==> src/rtl/cpu_dbg_pkg.sv <==
// Shared debug-controller definitions: run-mode encoding used by the step
// controller and the display/LED logic.
package cpu_dbg_pkg;

    typedef enum logic [1:0] {
        ModeHalt    = 2'd0,
        ModeRunSlow = 2'd1,
        ModeRunFast = 2'd2
    } mode_e;

    // Mode button cycles HALT -> RUN_SLOW -> RUN_FAST -> HALT.
    function automatic mode_e next_mode(input mode_e cur);
        case (cur)
            ModeHalt:    return ModeRunSlow;
            ModeRunSlow: return ModeRunFast;
            default:     return ModeHalt;
        endcase
    endfunction

endpackage

==> src/rtl/cpu_step_ctrl_if.sv <==
// Button, breakpoint and CPU-enable signals between the step controller and
// its environment (the controller is the slave side).
interface cpu_step_ctrl_if;

    logic        btn_step_n;
    logic        btn_mode_n;
    logic [15:0] cpu_addr;
    logic [15:0] bp_addr;
    logic        bp_en;
    logic        cpu_rdy;
    logic [1:0]  mode;
    logic        bp_hit;
    logic [15:0] pulse_count;

    modport master (
        output btn_step_n, btn_mode_n, cpu_addr, bp_addr, bp_en,
        input  cpu_rdy, mode, bp_hit, pulse_count
    );

    modport slave (
        input  btn_step_n, btn_mode_n, cpu_addr, bp_addr, bp_en,
        output cpu_rdy, mode, bp_hit, pulse_count
    );

endinterface

==> src/rtl/button_debounce.sv <==
// Two-flop synchronizer, level debouncer and press-event generator for one
// active-low push button.
module button_debounce #(
    parameter int unsigned DEBOUNCE_CYCLES = 250000
) (
    input  logic clk,
    input  logic rst,
    input  logic btn_n_i,
    output logic press_o
);

    localparam int unsigned CntW = $clog2(DEBOUNCE_CYCLES) + 1;
    localparam logic [CntW-1:0] CntLast = CntW'(DEBOUNCE_CYCLES - 1);

    logic            sync1_q, sync2_q;
    logic            level_q, level_d;
    logic            press_q, press_d;
    logic [CntW-1:0] cnt_q, cnt_d;

    // cnt_q counts consecutive synchronized samples that disagree with the
    // accepted level; any agreeing sample restarts the count.
    always_comb begin
        level_d = level_q;
        cnt_d   = '0;
        if (sync2_q != level_q) begin
            if (cnt_q == CntLast) begin
                level_d = sync2_q;
            end else begin
                cnt_d = cnt_q + 1'b1;
            end
        end
        press_d = level_q & ~level_d;
    end

    always_ff @(posedge clk) begin
        if (rst) begin
            sync1_q <= 1'b1;
            sync2_q <= 1'b1;
            level_q <= 1'b1;
            cnt_q   <= '0;
            press_q <= 1'b0;
        end else begin
            sync1_q <= btn_n_i;
            sync2_q <= sync1_q;
            level_q <= level_d;
            cnt_q   <= cnt_d;
            press_q <= press_d;
        end
    end

    assign press_o = press_q;

endmodule

==> src/rtl/cpu_step_ctrl.sv <==
// Single-step / free-run controller for a CPU RDY input, with a mode button,
// a step button and an address breakpoint.
module cpu_step_ctrl
    import cpu_dbg_pkg::*;
#(
    parameter int unsigned DEBOUNCE_CYCLES = 250000,
    parameter int unsigned SLOW_DIV        = 12500000,
    parameter int unsigned FAST_DIV        = 25
) (
    input logic            clk,
    input logic            rst,
    cpu_step_ctrl_if.slave bus
);

    localparam int unsigned DivMax = (SLOW_DIV > FAST_DIV) ? SLOW_DIV : FAST_DIV;
    localparam int unsigned DivW   = $clog2(DivMax) + 1;
    localparam logic [DivW-1:0] SlowLast = DivW'(SLOW_DIV - 1);
    localparam logic [DivW-1:0] FastLast = DivW'(FAST_DIV - 1);

    logic            step_press, mode_press;
    mode_e           state_q, state_d;
    logic [DivW-1:0] div_q, div_d, div_last;
    logic            mask_q, mask_d;
    logic            cpu_rdy_q, cpu_rdy_d;
    logic            bp_hit_q, bp_hit_d;
    logic [15:0]     pulse_count_q, pulse_count_d;
    logic            bp_match;

    button_debounce #(
        .DEBOUNCE_CYCLES(DEBOUNCE_CYCLES)
    ) u_step_db (
        .clk    (clk),
        .rst    (rst),
        .btn_n_i(bus.btn_step_n),
        .press_o(step_press)
    );

    button_debounce #(
        .DEBOUNCE_CYCLES(DEBOUNCE_CYCLES)
    ) u_mode_db (
        .clk    (clk),
        .rst    (rst),
        .btn_n_i(bus.btn_mode_n),
        .press_o(mode_press)
    );

    always_comb begin
        state_d   = state_q;
        div_d     = div_q;
        mask_d    = mask_q;
        bp_hit_d  = bp_hit_q;
        cpu_rdy_d = 1'b0;
        div_last  = (state_q == ModeRunFast) ? FastLast : SlowLast;
        // The mask lets a run resume from the breakpoint address itself.
        bp_match  = bus.bp_en && (bus.cpu_addr == bus.bp_addr) && !mask_q;

        if (mode_press) begin
            state_d  = next_mode(state_q);
            div_d    = '0;
            mask_d   = 1'b1;
            bp_hit_d = 1'b0;
        end else if (state_q == ModeHalt) begin
            cpu_rdy_d = step_press;
        end else if (bp_match) begin
            state_d  = ModeHalt;
            bp_hit_d = 1'b1;
            div_d    = '0;
            mask_d   = 1'b1;
        end else if (div_q == div_last) begin
            cpu_rdy_d = 1'b1;
            div_d     = '0;
            mask_d    = 1'b0;
        end else begin
            div_d = div_q + 1'b1;
        end

        pulse_count_d = pulse_count_q + {15'd0, cpu_rdy_d};
    end

    always_ff @(posedge clk) begin
        if (rst) begin
            state_q       <= ModeHalt;
            div_q         <= '0;
            mask_q        <= 1'b1;
            cpu_rdy_q     <= 1'b0;
            bp_hit_q      <= 1'b0;
            pulse_count_q <= '0;
        end else begin
            state_q       <= state_d;
            div_q         <= div_d;
            mask_q        <= mask_d;
            cpu_rdy_q     <= cpu_rdy_d;
            bp_hit_q      <= bp_hit_d;
            pulse_count_q <= pulse_count_d;
        end
    end

    assign bus.cpu_rdy     = cpu_rdy_q;
    assign bus.mode        = state_q;
    assign bus.bp_hit      = bp_hit_q;
    assign bus.pulse_count = pulse_count_q;

endmodule

==> src/flat_wrapper.sv <==
// flat-port wrapper written by rule: the top's interface ports become plain ports
module cpu_step_ctrl_flat import cpu_dbg_pkg::*;
#(
    parameter int unsigned DEBOUNCE_CYCLES = 250000,
    parameter int unsigned SLOW_DIV        = 12500000,
    parameter int unsigned FAST_DIV        = 25
)
  (clk, rst, bus_btn_step_n, bus_btn_mode_n, bus_cpu_addr, bus_bp_addr, bus_bp_en, bus_cpu_rdy, bus_mode, bus_bp_hit, bus_pulse_count);
  cpu_step_ctrl_if bus_i ();
  input logic clk;
  input logic rst;
  input wire logic [$bits(bus_i.btn_step_n)-1:0] bus_btn_step_n;
  input wire logic [$bits(bus_i.btn_mode_n)-1:0] bus_btn_mode_n;
  input wire logic [$bits(bus_i.cpu_addr)-1:0] bus_cpu_addr;
  input wire logic [$bits(bus_i.bp_addr)-1:0] bus_bp_addr;
  input wire logic [$bits(bus_i.bp_en)-1:0] bus_bp_en;
  output wire logic [$bits(bus_i.cpu_rdy)-1:0] bus_cpu_rdy;
  output wire logic [$bits(bus_i.mode)-1:0] bus_mode;
  output wire logic [$bits(bus_i.bp_hit)-1:0] bus_bp_hit;
  output wire logic [$bits(bus_i.pulse_count)-1:0] bus_pulse_count;
  assign bus_i.btn_step_n = bus_btn_step_n;
  assign bus_i.btn_mode_n = bus_btn_mode_n;
  assign bus_i.cpu_addr = bus_cpu_addr;
  assign bus_i.bp_addr = bus_bp_addr;
  assign bus_i.bp_en = bus_bp_en;
  assign bus_cpu_rdy = bus_i.cpu_rdy;
  assign bus_mode = bus_i.mode;
  assign bus_bp_hit = bus_i.bp_hit;
  assign bus_pulse_count = bus_i.pulse_count;
  cpu_step_ctrl #(.DEBOUNCE_CYCLES(DEBOUNCE_CYCLES), .SLOW_DIV(SLOW_DIV), .FAST_DIV(FAST_DIV)) u_core (.clk(clk), .rst(rst), .bus(bus_i));
endmodule
==> config.mk <==
export PLATFORM = sky130hd
export DESIGN_NAME = cpu_step_ctrl_flat
export DESIGN_NICKNAME = d
export VERILOG_FILES = /design/src/rtl/cpu_dbg_pkg.sv /design/src/rtl/cpu_step_ctrl_if.sv /design/src/rtl/button_debounce.sv /design/src/rtl/cpu_step_ctrl.sv /design/src/flat_wrapper.sv
export SDC_FILE = /design/constraint.sdc
export NUM_CORES = 1
export LEC_CHECK = 0
export ABC_AREA = 0
export ABC_CLOCK_PERIOD_IN_PS = 3320
export BUFFER_PORTS_ARGS = -buffer_cell sky130_fd_sc_hd__buf_2
export CAP_MARGIN = 25
export CORE_MARGIN = 4
export CORE_UTILIZATION = 57
export CTS_BUF_LIST = sky130_fd_sc_hd__clkbuf_4 sky130_fd_sc_hd__clkbuf_8 sky130_fd_sc_hd__clkbuf_16
export DETAILED_ROUTE_END_ITERATION = 10
export MAX_ROUTING_LAYER = met4
export PLACE_DENSITY = 0.83
export SYNTH_ARGS = -nofsm -noshare
export SYNTH_HDL_FRONTEND = slang
export SYNTH_SLANG_ARGS = --single-unit
==> constraint.sdc <==
create_clock -name clk -period 3.32 [get_ports clk]
set_input_delay 0.166 -clock clk [delete_from_list [all_inputs] [get_ports clk]]
set_output_delay 0.166 -clock clk [all_outputs]
set_load 0.02 [all_outputs]
==> results of run 1 <==
## layout make-up
class	count	area, sq um	share of cell area
Timing Repair Buffer	59	308	0.0651
Sequential cell	92	1850	0.390
Multi-Input combinational cell	365	2200	0.465
Clock inverter	6	95.1	0.0201
Tap cell	96	120	0.0254
Clock buffer	10	138	0.0291
Inverter	7	26.3	0.00556
## metal layers
metal	track usage	wire length [microns]
met1	0.253	3800
met4	0.0745	106
met2	0.350	4020
met3	0.0386	501
met5	-	0
## sequential cells by signal, indices dropped and copies added, names as in the netlist, 2 cells and up
register                cells
u_core.div_q               25
u_core.u_mode_db.cnt_q     19
u_core.u_step_db.cnt_q     19
u_core.bus.pulse_count     16
u_core.bus.mode             2
## where the power goes
| part | switching, mW | total (mW) | internal (mW) | leakage (nW) |
|---|---|---|---|---|
| Clock | 0.400 | 0.852 | 0.453 | 0.117 |
| Sequential | 0.00177 | 1.11 | 1.11 | 0.743 |
| Combinational | 0.0312 | 0.0650 | 0.0337 | 0.959 |
## worst max-delay path, cell delays in order (launching register included)
cell and delay (ns):
dfxtp_1 0.36, nor2b_1 0.17, or4_1 0.52, a221o_1 0.41, a2bb2oi_1 0.17, nor2_1 0.14, ha_1 0.20, nand3_1 0.14
nand2b_2 0.25, nor2_2 0.17, nand3_1 0.11, xor2_1 0.16, nor2_1 0.05
## repair_timing
action	4_1_cts	5_1_grt
buffers inserted	0	0
endpoints found under the setup margin	0	2
hold buffers	2	0
hold endpoints to repair	2	0
resized for setup	0	5
## Yosys cell counts, drive strengths merged (2+ instances only)
cell,count,area [sq um]
nor2,93,349
dfxtp,92,1840
xnor2,42,368
xor2,40,350
nand2,34,130
nand3,32,165
and3,22,138
nand4,20,125
nor3,12,60.1
a21oi,8,40.0
inv,7,26.3
nor4,7,43.8
o21ai,7,35.0
buf,6,38.8
nor2b,6,37.5
or2,6,37.5
or3,6,37.5
clkbuf,5,18.8
ha,5,62.6
and2,4,25.0
and4,4,35.0
nor4b,3,26.3
o211ai,2,15.0
## logic make-up (layout without fill, tap and decap cells)
logic type | after synthesis | after routing | synth area share
adders and majority gates | 5 | 5 | 0.0152
AOI/OAI and AO/OA | 26 | 26 | 0.0425
buffers and inverters | 18 | 82 | 0.0204
and+or+nand+nor | 252 | 252 | 0.300
DFF | 92 | 92 | 0.447
xor gates and xnor gates | 82 | 82 | 0.174
## worst max-delay path by stage
stage	start	to	slack, ns
2_1_floorplan	u_core.bus.mode[0]	u_core.bus.pulse_count[13]	0.46
3_3_place_gp	u_core.div_q[2]	u_core.bus.pulse_count[15]	0.40
3_5_place_dp	u_core.bus.mode[0]	u_core.bus.pulse_count[15]	0.29
4_1_cts	u_core.bus.mode[0]	u_core.bus.pulse_count[15]	0.26
5_1_grt	u_core.bus.mode[1]	u_core.bus.pulse_count[15]	0.02
6_report	u_core.bus.mode[1]	u_core.bus.pulse_count[15]	0.35
## layout by cell type (no fill, tap or decap), types with 3 or more instances in the layout
| cell type | count |
|---|---|
| o21ai_0 | 7 |
| nand4_1 | 20 |
| nor3_1 | 12 |
| a21oi_1 | 8 |
| xor2_1 | 40 |
| ha_1 | 5 |
| buf_2 | 56 |
| dfxtp_2 | 3 |
| nor4_1 | 7 |
| xnor2_1 | 42 |
| or2_2 | 6 |
| nor4b_1 | 3 |
| nand2_1 | 33 |
| clkbuf_8 | 10 |
| dfxtp_1 | 89 |
| nor2b_1 | 6 |
| inv_1 | 7 |
| and4_1 | 4 |
| nor2_1 | 92 |
| nand3_1 | 31 |
| and2_1 | 4 |
| and3_1 | 22 |
| or3_1 | 6 |
==> parameters.txt, run 1 <==
Parameter                              Value

Status
  Status    finished clean

STA
  Post-route minimum period    2.97 ns
  Final setup TNS    0 ns
  Worst slew margin relative to its limit    0.445
  Share of the cycle needed by the critical path after routing    0.894
  Number of endpoints failing setup at the final stage    0
  Hold_ws    0.252 ns
  Skew final    0.00830 ns
  Slew at the pin closest to its max-slew limit    0.830 ns
  Unrepaired setup endpoints after global routing    false
  Final count of hold timing violations    0
  Fin worst setup slack    0.351 ns
  Final slew viol count    0
  Achievable Freq    337 MHz

Layout
  Post-layout nets    576
  Area overhead of the layout relative to synthesis    14.9%
  Layout Cells excl Fill    635
  Core occupancy in the finished layout    0.685
  Antenna cells    0
  Layout Cell Area excl Fill    4730 sq um
  Final-layout fill cell count    578
  Share of post-route cells with drive strength above 1    0.163

Placed design
  Input/output buffers    56
  Pre-CTS setup slack    0.287 ns
  Number of cells in the design after placement    617
  HPWL after DPL    6100 microns
  Post-placement cell area    4470 sq um
  Global placer's final weighted congestion    0.809

Worst setup path
  Critical path launch point type    register
  Kind of end point of the critical path    register
  Data arrival at the endpoint of the critical path    3.20 ns
  R2R setup slack    0.35 ns
  Critical path start-end classification    reg2reg
  Maximum fanout along the worst path    7
  Worst Reg2Reg Path Length in Cells    12
  End of the worst register-to-register path    u_core.bus.pulse_count[15]
  Reg-to-Reg Start    u_core.bus.mode[1]
  Required time reported for the critical path endpoint    3.55 ns

Run
  # Max-Cap Violations    0

Floorplanning
  Overall die width    93.0 microns
  I/O pins    57
  Initial Util    0.596
  Die Y-Extent    93.0 microns
  Total die area    8650 sq um
  Area of the core    6910 sq um
  Site Rows    30

Clock network
  Insertion delay to the later sink of the worst-skew pair    0.35 ns
  Sinks on the clock net    92
  Max H-tree Level    3
  TritonCTS clock tree    yes
  CTS Root Cell    clkbuf_8
  Number of buffers added by the clock tree synthesis step    9
  Clock Path Buffers    2
  Clock Pin Slew Worst Setup and Hold Paths    0.09 ns

GRT
  GRT Util Overall    0.209
  Largest net degree at the start of global routing    30
  Total overflow reported by the global router    0
  Wire length of the first global-routing pass    14,600 microns
  Initial antenna violation count    0
  Via count of the first global-routing pass    3,348

Worst hold path
  Hold Path Origin    rst
  Class of the most critical hold timing path    in2reg
  Number of cells on the worst hold path    2
  Hold-critical path endpoint    u_core.bus.pulse_count[7]

Power and ir drop
  Leakage dissipation    1.82 nW
  IR drop worst, VDD    0.328 mV
  Total power    2.02 mW
  Power per Cell Area    428 nW/um^2

Drt
  Number of nets with antenna violations after detailed routing    0
  Wire length reported by the detailed router    8430 microns
  Initial DRT Pass Iterations    4
  Routed via count divided by cell count    5.40
  Remaining routing DRC violations    0
  Iteration-0 DRC Markers    214
  Routed length per placed instance    13.3 microns
  Vias    3,432

Yosys
  Synthesized net count    517
  Yosys Warn Count    0
  Post-synthesis cell count    475
  Mapped cell area    4120 sq um
  Post-Synthesis Mean Instance Area    8.67 sq um
  Main flop type after synthesis    dfxtp_1
  Sequential fraction of the synthesis area    0.447
  Post-synth cell types    39
  EDFF count, synth    0
  Flip-flop and latch count after synthesis    92
  Fraction of registers with async set or reset after synthesis    0
Power figures use the tool's default switching activity.
==> run 2: changes to the inputs <==
==> constraint.sdc (replaced) <==
create_clock -name clk -period 3.32 [get_ports clk]
set_input_delay 0.498 -clock clk [delete_from_list [all_inputs] [get_ports clk]]
set_output_delay 0.498 -clock clk [all_outputs]
set_load 0.02 [all_outputs]
==> parameters.txt, run 2 (synthesis results as in run 1) <==
Parameter                              Value

STA
  Final count of hold timing violations    0 (unchanged)
  Skew final    0.00773 ns (was 0.00830 ns)
  Share of the cycle needed by the critical path after routing    0.913 (was 0.894)
  Final setup TNS    0 ns (unchanged)
  Post-route minimum period    3.03 ns (was 2.97 ns)
  Final slew viol count    0 (unchanged)
  Achievable Freq    330 MHz (was 337 MHz)
  Slew at the pin closest to its max-slew limit    0.864 ns (was 0.830 ns)
  Number of endpoints failing setup at the final stage    0 (unchanged)
  Unrepaired setup endpoints after global routing    false (unchanged)
  Hold_ws    0.320 ns (was 0.252 ns)
  Worst slew margin relative to its limit    0.422 (was 0.445)

Placed design
  HPWL after DPL    6070 microns (was 6100 microns)
  Global placer's final weighted congestion    0.937 (was 0.809)
  Input/output buffers    56 (unchanged)

GRT
  Most Used Layer, Global Route    met2 (unchanged)
  Via count of the first global-routing pass    3,299 (was 3,348)
  Global routing usage on met3    0.0547 (was 0.0386)
  GRT Util Overall    0.210 (was 0.209)
  Total overflow reported by the global router    0 (unchanged)
  Wire length of the first global-routing pass    14,500 microns (was 14,600 microns)
  Met1 global-route usage    0.255 (was 0.253)
  Largest net degree at the start of global routing    30 (unchanged)
  Global Route met2 Usage    0.332 (was 0.350)
  Initial antenna violation count    0 (unchanged)

Drt
  Routed length per placed instance    13.5 microns (was 13.3 microns)
  Remaining routing DRC violations    0 (unchanged)
  Initial DRT Pass Iterations    4 (unchanged)
  Routed via count divided by cell count    5.43 (was 5.40)
  Vias    3,431 (was 3,432)
  Wire length reported by the detailed router    8520 microns (was 8430 microns)
  Iteration-0 DRC Markers    220 (was 214)
  Number of nets with antenna violations after detailed routing    0 (unchanged)

Worst setup path
  Maximum fanout along the worst path    4 (was 7)
  Critical path's largest stage delay    0.54 ns (was 0.52 ns)
  R2R setup slack    0.29 ns (was 0.35 ns)
  Cells along the critical path    nand3_2 > or4_1 > a221o_1 > a2bb2oi_1 > nor2_1 > ha_1 > nand3_1 > nand2b_1 > nor2_2 > nand3_1 > xor2_1 > nor2_1 (was nor2b_1 > or4_1 > a221o_1 > a2bb2oi_1 > nor2_1 > ha_1 > nand3_1 > nand2b_2 > nor2_2 > nand3_1 > xor2_1 > nor2_1)
  Buffering stage count on the worst path with inverters included    0 (unchanged)
  Kind of end point of the critical path    register (unchanged)
  Critical path start-end classification    reg2reg (unchanged)
  CP delay by family, top    simple AND/OR/NAND/NOR gates (unchanged)
  Critical path launch point type    register (unchanged)
  Cell at the slowest stage of the critical path    or4_1 (unchanged)
  Data arrival at the endpoint of the critical path    3.27 ns (was 3.20 ns)
  Required time reported for the critical path endpoint    3.56 ns (was 3.55 ns)

Layout
  Area overhead of the layout relative to synthesis    14.1% (was 14.9%)
  Registers with the most flip-flops    u_core.div_q (25), u_core.u_mode_db.cnt_q (19), u_core.u_step_db.cnt_q (19) (unchanged)
  Antenna cells    0 (unchanged)
  Total area of multi-input combinational cells    2190 sq um (was 2200 sq um)
  Share of post-route cells with drive strength above 1    0.160 (was 0.163)
  Register with the highest flop count    u_core.div_q (unchanged)
  Core occupancy in the finished layout    0.680 (was 0.685)
  Largest register FFs    25 (unchanged)
  Post-layout nets    573 (was 576)
  Reg area    1850 sq um (unchanged)
  Most frequent standard cell in the layout excluding fill and tap cells    nor2_1 (unchanged)
  Final-layout fill cell count    567 (was 578)
  Leading cell types in the layout, fill and taps excluded    92 x nor2_1, 89 x dfxtp_1, 56 x buf_2, 42 x xnor2_1, 40 x xor2_1 (unchanged)

Clock network
  Sinks on the clock net    92 (unchanged)
  Insertion delay to the later sink of the worst-skew pair    0.36 ns (was 0.35 ns)
  CTS Root Cell    clkbuf_8 (unchanged)
  Number of buffers added by the clock tree synthesis step    9 (unchanged)
  TritonCTS clock tree    yes (unchanged)
  Clock Pin Slew Worst Setup and Hold Paths    0.09 ns (about the same)
  Max H-tree Level    3 (unchanged)
  Clock Path Buffers    2 (unchanged)

Power and ir drop
  Total power    2.02 mW (about the same)
  IR drop worst, VDD    0.273 mV (was 0.328 mV)
  Power per Cell Area    431 nW/um^2 (was 428 nW/um^2)
  Leakage dissipation    1.80 nW (was 1.82 nW)

Run
  # Max-Cap Violations    0 (unchanged)

Status
  Status    finished clean (unchanged)

Floorplanning
  Initial Util    0.596 (unchanged)
  Total die area    8650 sq um (unchanged)
  Site Rows    30 (unchanged)
  Overall die width    93.0 microns (unchanged)
  I/O pins    57 (unchanged)
  Die Y-Extent    93.0 microns (unchanged)
  Area of the core    6910 sq um (unchanged)

Worst hold path
  Class of the most critical hold timing path    in2reg (unchanged)
run 2: path summary, 6_finish.rpt:
kind                                                from                          to  depth (start not counted)
worst min register to register  u_core.u_step_db.sync1_q    u_core.u_step_db.sync2_q                          1
worst max-delay path                     u_core.div_q[1]  u_core.bus.pulse_count[15]                         12
worst max register to register           u_core.div_q[1]  u_core.bus.pulse_count[15]                         12
worst min-delay path                      bus_btn_mode_n    u_core.u_mode_db.sync1_q                          2
run 2: power by group:
part	switching [mW]	internal (mW)	total [mW]	leakage, nW
registers	0.00162	1.11	1.11	0.743
logic	0.0308	0.0322	0.0630	0.944
clock network	0.402	0.453	0.854	0.114
run 2: final cells by class:
| cell class | instances | area share |
|---|---|---|
| well taps | 96 | 0.0256 |
| inverters | 7 | 0.00559 |
| clock inverters | 6 | 0.0200 |
| multi-input cells | 365 | 0.467 |
| clock buffers | 10 | 0.0293 |
| flip-flops and latches | 92 | 0.393 |
| repair buffers | 56 | 0.0597 |
run 2: worst reg2reg max path, stage by stage (launching register included):
cell       delay [ns]
dfxtp_1          0.42
nand3_2          0.15
or4_1            0.54
a221o_1          0.41
a2bb2oi_1        0.19
nor2_1           0.16
ha_1             0.19
nand3_1          0.13
nand2b_1         0.24
nor2_2           0.18
nand3_1          0.12
xor2_1           0.14
nor2_1           0.05
run 2: through the flow:
| stage | instances | area (sq um) | setup WS (ns) |
|---|---|---|---|
| finish | 632 | 4700 | 0.290 |
| global route | 632 | 4700 | 0.00729 |
| CTS | 632 | 4690 | 0.211 |
| detailed placement | 616 | 4460 | 0.219 |
| global placement | 616 | 4460 | 0.294 |
| floorplan | 475 | 4120 | 0.456 |
run 2: timing repair:
| action | in CTS | in global routing |
|---|---|---|
| hold buffers | 0 | 0 |
| buffers inserted | 0 | 0 |
| endpoints found under the hold margin | 0 | 0 |
| endpoints found under the setup margin | 0 | 2 |
| resized for setup | 0 | 4 |
run 2: metal layers:
metal / routed length [microns] / part of all wire
met3: 576 / 0.068
met1: 3710 / 0.44
met4: 180 / 0.021
met5: 0 / 0
met2: 4050 / 0.48
==> run 3: changes to the inputs <==
Settings changed: SETUP_SLACK_MARGIN set to 0.4.
==> parameters.txt, run 3 (synthesis results as in run 1) <==
Parameter                              Value

Clock network
  Insertion delay to the later sink of the worst-skew pair    0.36 ns (about the same)
  CTS Root Cell    clkbuf_8 (unchanged)
  Clock Path Buffers    2 (unchanged)
  Max H-tree Level    3 (unchanged)
  Clock Pin Slew Worst Setup and Hold Paths    0.09 ns (about the same)
  Sinks on the clock net    92 (unchanged)
  Number of hold-repair buffers added at the cts stage    0 (unchanged)
  Number of buffers added by the clock tree synthesis step    9 (unchanged)
  TritonCTS clock tree    yes (unchanged)

Status
  Status    finished clean (unchanged)

Layout
  Antenna cells    0 (unchanged)
  Register with the highest flop count    u_core.div_q (unchanged)
  Leading cell types in the layout, fill and taps excluded    91 x nor2_1, 84 x dfxtp_1, 56 x buf_2, 42 x xnor2_1, 40 x xor2_1 (was 92 x nor2_1, 89 x dfxtp_1, 56 x buf_2, 42 x xnor2_1, 40 x xor2_1)
  Share of post-route cells with drive strength above 1    0.190 (was 0.160)
  Most frequent standard cell in the layout excluding fill and tap cells    nor2_1 (unchanged)
  Registers with the most flip-flops    u_core.div_q (25), u_core.u_mode_db.cnt_q (19), u_core.u_step_db.cnt_q (19) (unchanged)
  Largest register FFs    25 (unchanged)
  Area overhead of the layout relative to synthesis    17.1% (was 14.1%)
  Post-layout nets    578 (was 573)

Worst hold path
  Hold Path Origin    bus_btn_mode_n (unchanged)
  Class of the most critical hold timing path    in2reg (unchanged)

Power and ir drop
  Leakage dissipation    1.83 nW (was 1.80 nW)
  IR drop worst, VDD    0.273 mV (about the same)
  Power per Cell Area    418 nW/um^2 (was 431 nW/um^2)

Worst setup path
  Buffering stage count on the worst path with inverters included    0 (unchanged)
  Critical path's largest stage delay    0.53 ns (was 0.54 ns)
  R2R setup slack    0.53 ns (was 0.29 ns)
  Critical path start-end classification    reg2reg (unchanged)
  Beginning of the critical path    u_core.div_q[1] (unchanged)
  Library cell appearing most often on the critical path    nand3_4
  Critical path destination    u_core.bus.pulse_count[9] (was u_core.bus.pulse_count[15])
  Cells along the critical path    nand3_4 > or4_1 > a221o_1 > a2bb2oi_2 > nor2_1 > ha_2 > nand3_4 > nand2b_4 > or3_1 > a21oi_1 (was nand3_2 > or4_1 > a221o_1 > a2bb2oi_1 > nor2_1 > ha_1 > nand3_1 > nand2b_1 > nor2_2 > nand3_1 > xor2_1 > nor2_1)
  CP delay by family, top    simple AND/OR/NAND/NOR gates (unchanged)
  Kind of end point of the critical path    register (unchanged)
  Worst Reg2Reg Path Length in Cells    10 (was 12)
  Reg-to-Reg Start    u_core.div_q[1] (unchanged)
  Maximum fanout along the worst path    4 (unchanged)
  Required time reported for the critical path endpoint    3.61 ns (was 3.56 ns)
  Data arrival at the endpoint of the critical path    3.08 ns (was 3.27 ns)
  Cell at the slowest stage of the critical path    or4_1 (unchanged)
  Critical path launch point type    register (unchanged)
  End of the worst register-to-register path    u_core.bus.pulse_count[9] (was u_core.bus.pulse_count[15])
  Total stage count of the critical path    10 (was 12)

STA
  Hold_ws    0.322 ns (was 0.320 ns)
  Unrepaired setup endpoints after global routing    false (unchanged)
  Number of endpoints failing setup at the final stage    0 (unchanged)
  Final slew viol count    0 (unchanged)
  Final count of hold timing violations    0 (unchanged)
  Slew at the pin closest to its max-slew limit    0.888 ns (was 0.864 ns)
  Worst slew margin relative to its limit    0.405 (was 0.422)
  Post-route minimum period    2.79 ns (was 3.03 ns)
  Skew final    0.00893 ns (was 0.00773 ns)
  Final setup TNS    0 ns (unchanged)
  Achievable Freq    358 MHz (was 330 MHz)
  Share of the cycle needed by the critical path after routing    0.842 (was 0.913)

Placed design
  Input/output buffers    56 (unchanged)
  Global placer's final weighted congestion    0.937 (unchanged)
  HPWL after DPL    6070 microns (unchanged)

Floorplanning
  Area of the core    6910 sq um (unchanged)
  I/O pins    57 (unchanged)
  Overall die width    93.0 microns (unchanged)
  Site Rows    30 (unchanged)
  Die Y-Extent    93.0 microns (unchanged)
  Total die area    8650 sq um (unchanged)
  Initial Util    0.596 (unchanged)

Drt
  Routed via count divided by cell count    5.46 (was 5.43)
  Number of nets with antenna violations after detailed routing    0 (unchanged)
  Wire length reported by the detailed router    8710 microns (was 8520 microns)
  Initial DRT Pass Iterations    5 (was 4)
  Vias    3,479 (was 3,431)
  Routed length per placed instance    13.7 microns (was 13.5 microns)
  Remaining routing DRC violations    0 (unchanged)
  Iteration-0 DRC Markers    285 (was 220)

Run
  # Max-Cap Violations    0 (unchanged)

GRT
  Via count of the first global-routing pass    3,307 (was 3,299)
  Largest net degree at the start of global routing    30 (unchanged)
  Total overflow reported by the global router    0 (unchanged)
  Wire length of the first global-routing pass    14,500 microns (about the same)
  GRT Util Overall    0.211 (was 0.210)
  Initial antenna violation count    0 (unchanged)
[run 3: cell count changes in the layout (fill, tap and decap cells not counted), moves of 2 or more]
cell	change
buf_4	+5
dfxtp_1	-5
dfxtp_2	-2
dfxtp_4	+7
ha_1	-2
nand3_1	-2
nand3_4	+2
[run 3: layout make-up]
type | count | area (sq um)
clock buffers | 10 | 138
clock inverters | 6 | 93.8
fillers | 546 | 2090
inverters | 7 | 26.3
multi-input cells | 365 | 2260
flip-flops and latches | 92 | 1870
well taps | 96 | 120
repair buffers | 61 | 318
[run 3: worst min-delay path by stage]
stage                                to  cells after the start  slack, ns
3_5_place_dp   u_core.u_step_db.sync2_q                      1       0.40
3_3_place_gp   u_core.u_step_db.sync2_q                      1       0.39
2_1_floorplan  u_core.u_mode_db.sync2_q                      1       0.39
5_1_grt        u_core.u_mode_db.sync1_q                      2       0.31
4_1_cts        u_core.u_step_db.sync1_q                      2       0.31
6_report       u_core.u_mode_db.sync1_q                      2       0.32
[run 3: where the power goes]
part	total [mW]	switching (mW)	internal [mW]
clock network	0.849	0.397	0.452
logic	0.0631	0.0309	0.0322
registers	1.10	0.00164	1.10
[run 3: worst register-to-register path, stage by stage, from the launching register on]
cell and delay [ns]:
dfxtp_4 0.39, nand3_4 0.10, or4_1 0.53, a221o_1 0.38
a2bb2oi_2 0.16, nor2_1 0.16, ha_2 0.24, nand3_4 0.09
nand2b_4 0.18, or3_1 0.35, a21oi_1 0.15
[run 3: layer usage]
layer  track usage  share of wire
met1         0.256           0.42
met3        0.0547          0.071
met2         0.334           0.48
met4        0.0867          0.027
met5             -              0
[run 3: timing repair]
item                                    in CTS  in global routing
endpoints found under the setup margin       7                  7
endpoints found under the hold margin        0                  0
pin swaps                                    1                  5
resized for setup                            5                 22
setup buffers                                1                  4
[run 3: through the flow]
step | setup slack, ns | std cells | instance area (sq um) | util | power [mW]
global placement | 0.294 | 616 | 4460 | 0.646 | 1.19
floorplan | 0.456 | 475 | 4120 | - | 1.17
detailed placement | 0.219 | 616 | 4460 | 0.646 | 1.20
global route | 0.370 | 637 | 4820 | 0.698 | 2.08
finish | 0.525 | 637 | 4820 | 0.698 | 2.01
CTS | 0.434 | 633 | 4710 | 0.682 | 2.04
